===== config.mk =====
export PLATFORM = sky130hd
export DESIGN_NAME = rx_lane_deskew
export DESIGN_NICKNAME = d
export VERILOG_FILES = /design/src/rtl/rx_lane_deskew.sv
export SDC_FILE = /design/constraint.sdc
export NUM_CORES = 1
export LEC_CHECK = 0
export BUFFER_PORTS_ARGS = -buffer_cell sky130_fd_sc_hd__buf_2
export CAP_MARGIN = 30
export CORE_ASPECT_RATIO = 0.7
export CORE_MARGIN = 3
export CORE_UTILIZATION = 45
export DETAILED_ROUTE_END_ITERATION = 12
export PLACE_DENSITY = 0.68
export SETUP_SLACK_MARGIN = 0.4
export SYNTH_ARGS = -nofsm -noshare
export SYNTH_HDL_FRONTEND = slang
export SYNTH_SLANG_ARGS = --single-unit

===== constraint.sdc =====
create_clock -name clk_4f -period 3.7 [get_ports clk_4f]
set_input_delay 0.185 -clock clk_4f [delete_from_list [all_inputs] [get_ports clk_4f]]
set_output_delay 0.185 -clock clk_4f [all_outputs]
set_load 0.005 [all_outputs]

===== src/rtl/rx_lane_deskew.sv =====
// Two-lane receive deskew: per-lane byte delay lines with a trained tap select so that
// both lanes emit their bytes aligned, plus a small link FSM (IDLE/TRAIN/LINKED/RECOVER).
module rx_lane_deskew #(
  parameter int unsigned MAX_SKEW = 3
) (
  input  logic       clk_4f,
  input  logic       reset,
  input  logic       active_0,
  input  logic       active_1,
  input  logic       valid_0,
  input  logic       valid_1,
  input  logic [7:0] data_0,
  input  logic [7:0] data_1,
  output logic [7:0] data_out_0,
  output logic [7:0] data_out_1,
  output logic       valid_out,
  output logic       link_up,
  output logic       deskew_err,
  output logic [1:0] state
);

  localparam int unsigned DW = (MAX_SKEW > 0) ? $clog2(MAX_SKEW + 1) : 1;
  localparam int unsigned CW = $clog2(MAX_SKEW + 2);
  localparam logic [CW-1:0] CntLimit = CW'(MAX_SKEW + 1);

  typedef enum logic [1:0] {
    StIdle    = 2'd0,
    StTrain   = 2'd1,
    StLinked  = 2'd2,
    StRecover = 2'd3
  } state_e;

  state_e state_q, state_d;

  logic [DW-1:0] delay_0_q, delay_0_d;
  logic [DW-1:0] delay_1_q, delay_1_d;
  logic [CW-1:0] cnt_q, cnt_d;
  logic          early_seen_q, early_seen_d;
  // 0: lane 0 arrived first, 1: lane 1 arrived first
  logic          early_lane_q, early_lane_d;

  logic [MAX_SKEW:1][7:0] dl_data_0_q, dl_data_1_q;
  logic [MAX_SKEW:1]      dl_valid_0_q, dl_valid_1_q;

  logic [MAX_SKEW:0][7:0] tap_data_0, tap_data_1;
  logic [MAX_SKEW:0]      tap_valid_0, tap_valid_1;

  logic [DW-1:0] sel_0, sel_1;
  logic          av_0, av_1;
  logic [7:0]    a_data_0, a_data_1;

  logic          late_valid;
  logic          link_now;
  logic [DW-1:0] link_delay_0, link_delay_1;

  logic          valid_out_d;
  logic          err_d;

  assign tap_data_0  = {dl_data_0_q, data_0};
  assign tap_data_1  = {dl_data_1_q, data_1};
  assign tap_valid_0 = {dl_valid_0_q, valid_0};
  assign tap_valid_1 = {dl_valid_1_q, valid_1};

  // Link decision while training; independent of the aligned valids to avoid a comb loop.
  always_comb begin
    link_now     = 1'b0;
    link_delay_0 = '0;
    link_delay_1 = '0;
    late_valid   = early_lane_q ? valid_0 : valid_1;
    if (!early_seen_q) begin
      link_now = valid_0 & valid_1;
    end else if ((cnt_q != CntLimit) && late_valid) begin
      link_now = 1'b1;
      if (early_lane_q) begin
        link_delay_1 = DW'(cnt_q);
      end else begin
        link_delay_0 = DW'(cnt_q);
      end
    end
  end

  // Use the freshly trained delays in the cycle the link comes up so the first pair
  // is already aligned at the output one cycle later.
  always_comb begin
    sel_0    = (state_q == StTrain) ? link_delay_0 : delay_0_q;
    sel_1    = (state_q == StTrain) ? link_delay_1 : delay_1_q;
    av_0     = tap_valid_0[sel_0];
    av_1     = tap_valid_1[sel_1];
    a_data_0 = tap_data_0[sel_0];
    a_data_1 = tap_data_1[sel_1];
  end

  always_comb begin
    state_d      = state_q;
    delay_0_d    = delay_0_q;
    delay_1_d    = delay_1_q;
    cnt_d        = cnt_q;
    early_seen_d = early_seen_q;
    early_lane_d = early_lane_q;
    err_d        = 1'b0;

    unique case (state_q)
      StIdle: begin
        delay_0_d    = '0;
        delay_1_d    = '0;
        cnt_d        = '0;
        early_seen_d = 1'b0;
        if (active_0 && active_1) begin
          state_d = StTrain;
        end
      end

      StTrain: begin
        if (link_now) begin
          delay_0_d = link_delay_0;
          delay_1_d = link_delay_1;
          state_d   = StLinked;
        end else if (!early_seen_q) begin
          if (valid_0 || valid_1) begin
            early_seen_d = 1'b1;
            early_lane_d = valid_1;
            cnt_d        = CW'(1);
          end
        end else if (cnt_q == CntLimit) begin
          err_d   = 1'b1;
          state_d = StRecover;
        end else begin
          cnt_d = cnt_q + CW'(1);
        end
      end

      StLinked: begin
        if (av_0 != av_1) begin
          err_d        = 1'b1;
          state_d      = StTrain;
          delay_0_d    = '0;
          delay_1_d    = '0;
          cnt_d        = '0;
          early_seen_d = 1'b0;
        end
      end

      StRecover: begin
        delay_0_d    = '0;
        delay_1_d    = '0;
        cnt_d        = '0;
        early_seen_d = 1'b0;
        if (!valid_0 && !valid_1) begin
          state_d = StTrain;
        end
      end

      default: state_d = StIdle;
    endcase

    // Losing either lane overrides everything, including a same-cycle mismatch.
    if ((state_q != StIdle) && !(active_0 && active_1)) begin
      state_d      = StIdle;
      err_d        = 1'b0;
      delay_0_d    = '0;
      delay_1_d    = '0;
      cnt_d        = '0;
      early_seen_d = 1'b0;
    end

    valid_out_d = av_0 & av_1 & (state_d == StLinked);
  end

  always_ff @(posedge clk_4f) begin
    if (reset) begin
      state_q      <= StIdle;
      delay_0_q    <= '0;
      delay_1_q    <= '0;
      cnt_q        <= '0;
      early_seen_q <= 1'b0;
      early_lane_q <= 1'b0;
      dl_data_0_q  <= '0;
      dl_data_1_q  <= '0;
      dl_valid_0_q <= '0;
      dl_valid_1_q <= '0;
      data_out_0   <= 8'h00;
      data_out_1   <= 8'h00;
      valid_out    <= 1'b0;
      deskew_err   <= 1'b0;
    end else begin
      state_q      <= state_d;
      delay_0_q    <= delay_0_d;
      delay_1_q    <= delay_1_d;
      cnt_q        <= cnt_d;
      early_seen_q <= early_seen_d;
      early_lane_q <= early_lane_d;
      dl_data_0_q  <= tap_data_0[MAX_SKEW-1:0];
      dl_data_1_q  <= tap_data_1[MAX_SKEW-1:0];
      dl_valid_0_q <= tap_valid_0[MAX_SKEW-1:0];
      dl_valid_1_q <= tap_valid_1[MAX_SKEW-1:0];
      data_out_0   <= a_data_0;
      data_out_1   <= a_data_1;
      valid_out    <= valid_out_d;
      deskew_err   <= err_d;
    end
  end

  assign link_up = (state_q == StLinked);
  assign state   = state_q;

endmodule


Word level (Yosys, flattened, before mapping) --
Index checks and enable logic that the tools add are counted.
Cells by class: magnitude comparators 2, add/subtract/negate cells 1, equal/unequal tests 12, bitwise gates (word level) 5, reduce and logical (&&, ||, !) cells 16, multiplexer cells 48
Operator list (count):
- 2-bit 2-to-1 mux | 18
- 8-bit binary-select mux with 2-bit select | 2
- 8-bit 2-to-1 mux | 2
- 3-bit 2-to-1 mux | 5
- 1-bit 2-to-1 mux | 13
- 2-bit one-hot mux with 3 select lines | 2
- 3-bit one-hot mux with 3 select lines | 1
- 2-bit one-hot mux with 4 select lines | 1
- 4-bit AND reduction | 2
- 2-bit == test (second input constant) | 3
- 2-bit by 3-bit less-than comparator with 1-bit output (second input constant) | 2
- 3-bit != test (second input constant) | 2
- 1-bit binary-select mux with 2-bit select | 2
- 1-bit logical AND | 4
- 2-bit != test (second input constant) | 2
- 2-bit AND reduction | 2
- 2-bit OR reduction | 2
- 3-bit by 1-bit adder with 3-bit output (second input constant) | 1
- 1-bit bitwise AND | 3
- 3-bit == test (second input constant) | 1
- 1-bit logical NOT | 3
- 3-bit by 2-bit != test with 1-bit output (second input constant) | 1
- 1-bit one-hot mux with 3 select lines | 1
- 2-bit by 1-bit == test with 1-bit output (second input constant) | 1
- other kinds (7) | 8
Storage, ports and cells: input bits 22, bits in registers 83

Logic depth before layout (Yosys ltp) --
Gate-level depths: netlist of run 1.
depth after elaboration 13, depth in mapped cells 15

Least setup slack after synthesis of run 1 --
No wires, ideal clock.
kind reg-to-reg, from reg state_q[1], in the netlist state[1], to reg valid_out, library setup time 0.060 ns, required time 3.640 ns, data arrival time 2.821 ns, path slack 0.819 ns, stages on the path, launching flop included 16, period minus slack after synthesis 2.881 ns, path through dfxtp_1 > inv_1 > ha_1 > buf_2 > nand3_1 > a2bb2oi_1 > buf_4 > buf_6 > mux2i_1 > mux2i_1 > ha_1 > nand2b_1 > nand4_1 > o211ai_1 > a311oi_2 > and3_1
On the way: word-level cells in the longest chain between the ends 10, elaborated cells between the ends (all ways) 24
Ends and longest elaborated chain:
- from (decl) | RTL line 33 | state_e state_q, state_d;
- from (signal assigned) | RTL line 171 | state_q <= StIdle;
- from (signal assigned) | RTL line 186 | state_q <= state_d;
- 2-bit by 1-bit == test with 1-bit output | RTL line 85, 86, 102
- 2-bit 2-to-1 mux (on tied branches) | RTL line 85, 86
- 1-bit binary-select mux with 2-bit select (on tied branches) | RTL line 87, 88
- 1-bit 2-to-1 mux (on tied branches) | RTL line 87, 88
- 1-bit != test | RTL line 133 | if (av_0 != av_1) begin
- 2-bit 2-to-1 mux | RTL line 133
- 2-bit one-hot mux with 4 select lines | RTL line 102 | unique case (state_q)
- 2-bit 2-to-1 mux | RTL line 157 | if ((state_q != StIdle) && !(active_0 && active_1)) begin
- 2-bit == test | RTL line 166 | valid_out_d = av_0 & av_1 & (state_d == StLinked);
- 1-bit bitwise AND (*) | RTL line 166
- to (signal assigned) | RTL line 198 | valid_out <= valid_out_d;
- to (decl) | RTL line 16 | output logic valid_out,
Every way passes the cells marked *; elsewhere a longest branch is shown, timed or not. The select of a mux whose other input is x is not followed. A chain may end at the register's enable or synchronous reset.

Worst setup path in the final report of run 1 --
from reg cnt_q[0], to reg valid_out
On the way: word-level cells in the longest chain between the ends 13, elaborated cells between the ends (all ways) 27
Ends and longest elaborated chain:
- from (decl) | RTL line 37 | logic [CW-1:0] cnt_q, cnt_d;
- from (signal assigned) | RTL line 189 | cnt_q <= cnt_d;
- 3-bit != test | RTL line 72 | end else if ((cnt_q != CntLimit) && late_valid) begin
- 1-bit logical AND | RTL line 72
- 2-bit 2-to-1 mux | RTL line 72
- 2-bit 2-to-1 mux | RTL line 70 | if (!early_seen_q) begin
- 2-bit 2-to-1 mux (on tied branches) | RTL line 85, 86
- 1-bit binary-select mux with 2-bit select (on tied branches) | RTL line 87, 88
- 1-bit 2-to-1 mux (on tied branches) | RTL line 87, 88
- 1-bit != test | RTL line 133
- 2-bit 2-to-1 mux | RTL line 133
- 2-bit one-hot mux with 4 select lines | RTL line 102
- 2-bit 2-to-1 mux | RTL line 157
- 2-bit == test | RTL line 166
- 1-bit bitwise AND (*) | RTL line 166
Marked as above.

==> impl_metrics.json, run 1 <==
{
  "fp.dieH_um": 77.48,
  "syn2layout_area_growth_pct": 14.90,
  "grt_pass1_vias": 2215,
  "synthCells": 300,
  "cp.arrival_ns": 3.25,
  "drc_errors": 0,
  "ctsRootBufferMaster": "clkbuf_8",
  "max_slew_margin": 0.5436,
  "min_period_ns": 2.967,
  "final_cell_area_um2": 3774,
  "ios": 43,
  "vias": 2225,
  "syn-num-nets": 332,
  "yosys_register_bits": 83,
  "ant_nets": 0,
  "seq_area_frac_synth": 0.5059,
  "cts_hold_buf": 0,
  "num_antenna_cells": 0,
  "finalSetupTns_ns": 0,
  "p_leak_uw": 0.001627,
  "grt_max_degree": 51,
  "numCtsBuffers": 9,
  "track_usage": 0.1607,
  "synth.distinct_cells": 40,
  "slew_violations": 0,
  "rows": 25,
  "crit_type": "reg2reg",
  "multiInputGateArea_um2": 1513,
  "post-route-util": 0.5459,
  "vdd_ir_drop_max_mv": 0.2372,
  "seq_area_um2": 1662,
  "power_density_nw_per_um2": 467.4,
  "setup_viol": 0,
  "post-synth-top-area-cell": "dfxtp_1",
  "cts_tree": "built",
  "syn_avg_cell_area_um2": 10.95,
  "clockBufferDepth": 2,
  "place_area_um2": 3552,
  "mostFrequentLayoutCells": "dfxtp_1, nor2b_1, buf_2",
  "endpoint_kind": "flip-flop",
  "status": "completed",
  "final_common_cell": "dfxtp_1",
  "wire_per_inst_um": 14.19,
  "worst_slew_pin_slew_ns": 0.6821,
  "firstDrtPassIters": 5,
  "hold_path.class": "in2reg",
  "grt_pass1_wl_um": 10630,
  "drt-vias-per-instance": 5.080,
  "worstSetupStartpointType": "flip-flop",
  "rsz0062_at_grt": "false",
  "finalClockSkew_ns": 0.005307,
  "fp.dieW_um": 108.1,
  "ys_warn_count": 0,
  "die_area_um2": 8376,
  "drv_cap": 0,
  "cp_max_fo": 10,
  "fillCellCount": 608,
  "finish.net_count": 372,
  "timing.final.crit_share": 0.8018,
  "synth_top_area_frac": 0.5059,
  "cts.htree.levels": 3,
  "hold_viol_final": 0,
  "detail_route.iter0.violations": 172,
  "dp_hpwl_um": 4201,
  "initial_core_util": 0.4751,
  "gp_congestion": 0.8569,
  "antenna_found_initial": 0,
  "gr-total-overflow": 0,
  "clock-sinks": 83,
  "fmax_ghz": 0.3371,
  "required_ns": 3.99,
  "clkLatencyLatePin_ns": 0.34,
  "routed_wl_um": 6214,
  "synthTopCellsByArea": "dfxtp_1, nor2b_1, mux2i_1, mux4_2, ha_1",
  "syn_area_um2": 3284,
  "io_buffers": 42,
  "drive_above_1_share": 0.2413,
  "core_area_um2": 6913,
  "cts.clk_slew.worst_paths_ns": 0.08
}
-- through the flow --
stage	total power, uW	instances	setup WS (ns)	hold WS [ns]
after global routing	1855	438	0.5131	0.04829
after global placement	1129	422	0.6614	0.4111
after floorplan	1080	300	0.8193	0.3132
after detailed placement	1130	422	0.5634	0.4213
after CTS	1785	437	0.5269	0.04796
final	1764	438	0.7334	0.06355
-- final cells by class --
| class | instances | share of cell area |
|---|---|---|
| inverter | 9 | 0.008952 |
| tap | 94 | 0.03117 |
| clock buffer | 10 | 0.03647 |
| sequential | 83 | 0.4403 |
| multi-input combinational | 190 | 0.4009 |
| timing repair buffer | 47 | 0.06565 |
| clock inverter | 5 | 0.01658 |
-- repair_timing --
action / CTS / global route
buffers inserted: 0 / 1
endpoints found under the setup margin: 0 / 8
resized for setup: 0 / 2
-- flip-flops by register name, indices dropped and copies added (netlist names) --
register      flops
data_out_0        8
dl_valid_1_q      3
delay_1_q         2
early_seen_q      1
dl_data_1_q      24
data_out_1        8
delay_0_q         2
dl_data_0_q      24
cnt_q             3
state             2
dl_valid_0_q      3
valid_out         1
early_lane_q      1
deskew_err        1
-- critical path, stage by stage (launching register included) --
cell,delay (ns)
dfxtp_1,0.48
inv_1,0.10
ha_1,0.28
nand2_1,0.12
nand2_1,0.11
o2bb2ai_2,0.15
buf_4,0.21
a211oi_1,0.06
a21oi_1,0.20
ha_1,0.29
nand2b_1,0.20
nand4_1,0.12
o211ai_1,0.10
a311oi_2,0.30
and3_1,0.19
-- synthesized netlist by cell type, drive strengths merged --
library cell  number
a2111oi            1
a211oi             3
a21boi             1
a21o               1
a21oi              8
a221oi             1
a22o               1
a22oi              2
a2bb2oi            2
a311oi             1
a31o               1
a41oi              1
and3               3
buf                7
clkbuf            11
dfxtp             83
ha                10
inv                9
mux2i             22
mux4               8
nand2             10
nand2b             3
nand3              6
nand4              4
nor2               6
nor2b             66
nor3               1
o211ai             7
o21ai              4
o221ai             1
o22ai              8
o2bb2ai            1
o41ai              4
or2                2
or4                1
-- cells by family (layout without fill, tap and decap cells) --
| logic type | after synthesis | in the layout | share of synthesized area |
|---|---|---|---|
| AO/OA/AOI/OAI | 48 | 48 | 0.1135 |
| buffers and inverters | 27 | 71 | 0.03962 |
| multiplexers | 30 | 30 | 0.1219 |
| flip-flops | 83 | 83 | 0.5059 |
| AND/OR/NAND/NOR | 102 | 102 | 0.1810 |
| adder cells (fa/ha/maj) | 10 | 10 | 0.03810 |
-- layer usage --
layer,wire (um),global-route usage
met2,2662,0.2295
met5,0,0
met3,455,0.06151
met1,3029,0.2231
met4,66,0.05296
-- where the power goes --
| group | switching (uW) | internal (uW) | total, uW |
|---|---|---|---|
| clock network | 321 | 330 | 651 |
| logic | 89.9 | 71.0 | 161 |
| registers | 22.3 | 930 | 952 |
-- final timing paths --
path / startpoint / to / slack (ns) / depth (start not counted)
hold reg to reg: dl_data_0_q[7]$_SDFF_PP0_ / dl_data_0_q[15]$_SDFF_PP0_ / 0.46 / 1
setup reg to reg: cnt_q[0]$_SDFFE_PP0P_ / valid_out$_SDFF_PP0_ / 0.73 / 14
setup / recovery: cnt_q[0]$_SDFFE_PP0P_ / valid_out$_SDFF_PP0_ / 0.73 / 14
hold / removal: data_0[0] / dl_data_0_q[0]$_SDFF_PP0_ / 0.06 / 2
No activity file was read; power rests on OpenSTA's default activity.
==> inputs of run 2 (changes only) <==
clock period = 2.8 ns   (was 3.7 ns; I/O delays follow)
==> run 2 against run 1 <==
Power grew 37%. Core utilization grew 4.8 points. Highest routed layer unchanged. Critical path depth shrank 2. Wire length grew 10%. Clock power grew 38%. Cell count grew 5.3%. Register-to-register slack lost 0.37 ns. Critical endpoint unchanged. Sequential cell count is the same. Global-route usage grew 1.2 points. Sequential share of layout area shrank 3.2 points. Fmax grew 22%.
==> impl_metrics.json, run 2 (synthesis gave the netlist of run 1 again) <==
{
  "status": "completed",
  "io_buffers": 42,
  "grt_pass1_wl_um": 11340,
  "fillCellCount": 584,
  "rows": 25,
  "track_usage": 0.1723,
  "hold_path.class": "in2reg",
  "die_area_um2": 8376,
  "ios": 43,
  "cp.arrival_ns": 2.74,
  "finish.net_count": 395,
  "drv_cap": 0,
  "hold_viol_final": 0,
  "hold-path-endpoint": "dl_data_1_q[1]$_SDFF_PP0_",
  "firstDrtPassIters": 4,
  "antenna_found_initial": 0,
  "rsz0062_at_grt": "true",
  "cp_max_fo": 8,
  "finalClockSkew_ns": 0.01638,
  "fp.dieW_um": 108.1,
  "worst_r2r_path_depth": 12,
  "drt-vias-per-instance": 5.154,
  "gp_congestion": 0.9260,
  "whs_ns": 0.01648,
  "cts_tree": "built",
  "numCtsBuffers": 9,
  "place_area_um2": 3618,
  "multiInputGateArea_um2": 1625,
  "worstSetupStartpointType": "flip-flop",
  "crit_type": "reg2reg",
  "fp.dieH_um": 77.48,
  "worst_slew_pin_slew_ns": 0.6675,
  "vias": 2376,
  "timing.final.crit_share": 0.8717,
  "min_period_ns": 2.441,
  "setup_viol": 0,
  "post-route-util": 0.5942,
  "reg2reg_slack_ns": 0.36,
  "final_common_cell": "dfxtp_1",
  "slew_violations": 0,
  "syn2layout_area_growth_pct": 25.07,
  "rr_startpoint": "state[1]$_SDFF_PP0_",
  "wire_per_inst_um": 14.83,
  "max_slew_margin": 0.5533,
  "clkLatencyLatePin_ns": 0.36,
  "drc_errors": 0,
  "routed_wl_um": 6836,
  "ctsRootBufferMaster": "clkbuf_8",
  "mostFrequentLayoutCells": "dfxtp_1, nor2b_1, buf_2",
  "drive_above_1_share": 0.3297,
  "required_ns": 3.10,
  "min_path_cells": 2,
  "vdd_ir_drop_max_mv": 0.3085,
  "dp_hpwl_um": 4335,
  "p_leak_uw": 0.001783,
  "holdCritStartpoint": "data_1[1]",
  "clock-sinks": 83,
  "power_density_nw_per_um2": 587.8,
  "num_antenna_cells": 0,
  "grt_max_degree": 38,
  "cts.htree.levels": 3,
  "gr-total-overflow": 0,
  "initial_core_util": 0.4751,
  "final_cell_area_um2": 4108,
  "r2r_end": "valid_out$_SDFF_PP0_",
  "detail_route.iter0.violations": 86,
  "core_area_um2": 6913,
  "seq_area_um2": 1679,
  "fmax_ghz": 0.4097,
  "cts.clk_slew.worst_paths_ns": 0.09,
  "ant_nets": 0,
  "clockBufferDepth": 2,
  "reg.largest.list": "dl_data_0_q (24), dl_data_1_q (24)",
  "finalSetupTns_ns": 0,
  "grt_pass1_vias": 2348,
  "endpoint_kind": "flip-flop"
}
-- run 2: worst max-delay path by stage --
| stage | start | to | slack (ns) | depth (start not counted) |
|---|---|---|---|---|
| final | state[1]$_SDFF_PP0_ | valid_out$_SDFF_PP0_ | 0.36 | 12 |
| after global routing | cnt_q[1]$_SDFFE_PP0P_ | valid_out$_SDFF_PP0_ | 0.23 | 13 |
| after CTS | state[1]$_SDFF_PP0_ | valid_out$_SDFF_PP0_ | 0.34 | 13 |
| after detailed placement | cnt_q[1]$_SDFFE_PP0P_ | valid_out$_SDFF_PP0_ | 0.28 | 13 |
| after global placement | cnt_q[1]$_SDFFE_PP0P_ | valid_out$_SDFF_PP0_ | 0.35 | 12 |
| after floorplan | state[1]$_SDFF_PP0_ | valid_out$_SDFF_PP0_ | 0.22 | 15 |
-- run 2: where the power goes --
group          switching [uW]  total (uW)  internal, uW
Sequential               26.3        1250          1230
Clock                     434         898           464
Combinational             140         261           121
-- run 2: cell type report --
| cell class | instances | area share |
|---|---|---|
| Timing Repair Buffer | 70 | 0.1066 |
| Inverter | 9 | 0.009443 |
| Clock inverter | 5 | 0.01462 |
| Sequential cell | 83 | 0.4088 |
| Clock buffer | 10 | 0.03625 |
| Multi-Input combinational cell | 190 | 0.3957 |
| Tap cell | 94 | 0.02863 |
-- run 2: per-stage QoR --
step / worst slack, ns / instances / power (uW)
2_1_floorplan: 0.2160 / 300 / 1437
3_3_place_gp: 0.3454 / 424 / 1505
3_5_place_dp: 0.2807 / 424 / 1506
4_1_cts: 0.3356 / 455 / 2418
5_1_grt: 0.2321 / 461 / 2523
6_report: 0.3591 / 461 / 2414
-- run 2: timing repair --
action                                  CTS  global route
hold endpoints to repair                  6             1
gates resized for setup                   8            14
hold buffers                              6             1
buffers inserted                         10             5
pin swaps                                 9            11
cloned                                    0             0
endpoints found under the setup margin    7            11
-- run 2: worst max-delay path, stage by stage (launching register included) --
cell and delay (ns):
dfxtp_4 0.36, inv_4 0.06, ha_4 0.22, nor2b_4 0.06, a41oi_4 0.25, mux2i_1 0.22, a21oi_1 0.10, ha_1 0.33
nand2b_4 0.16, nand4_1 0.07, o211ai_1 0.10, a311oi_2 0.27, and3_1 0.18
-- run 2: routing by layer --
layer,GRT usage,up-vias,part of all wire
li1,-,1176,-
met1,0.2360,1115,0.49
met2,0.2481,75,0.42
met3,0.07149,10,0.075
met4,0.05170,0,0.012
met5,0,-,0
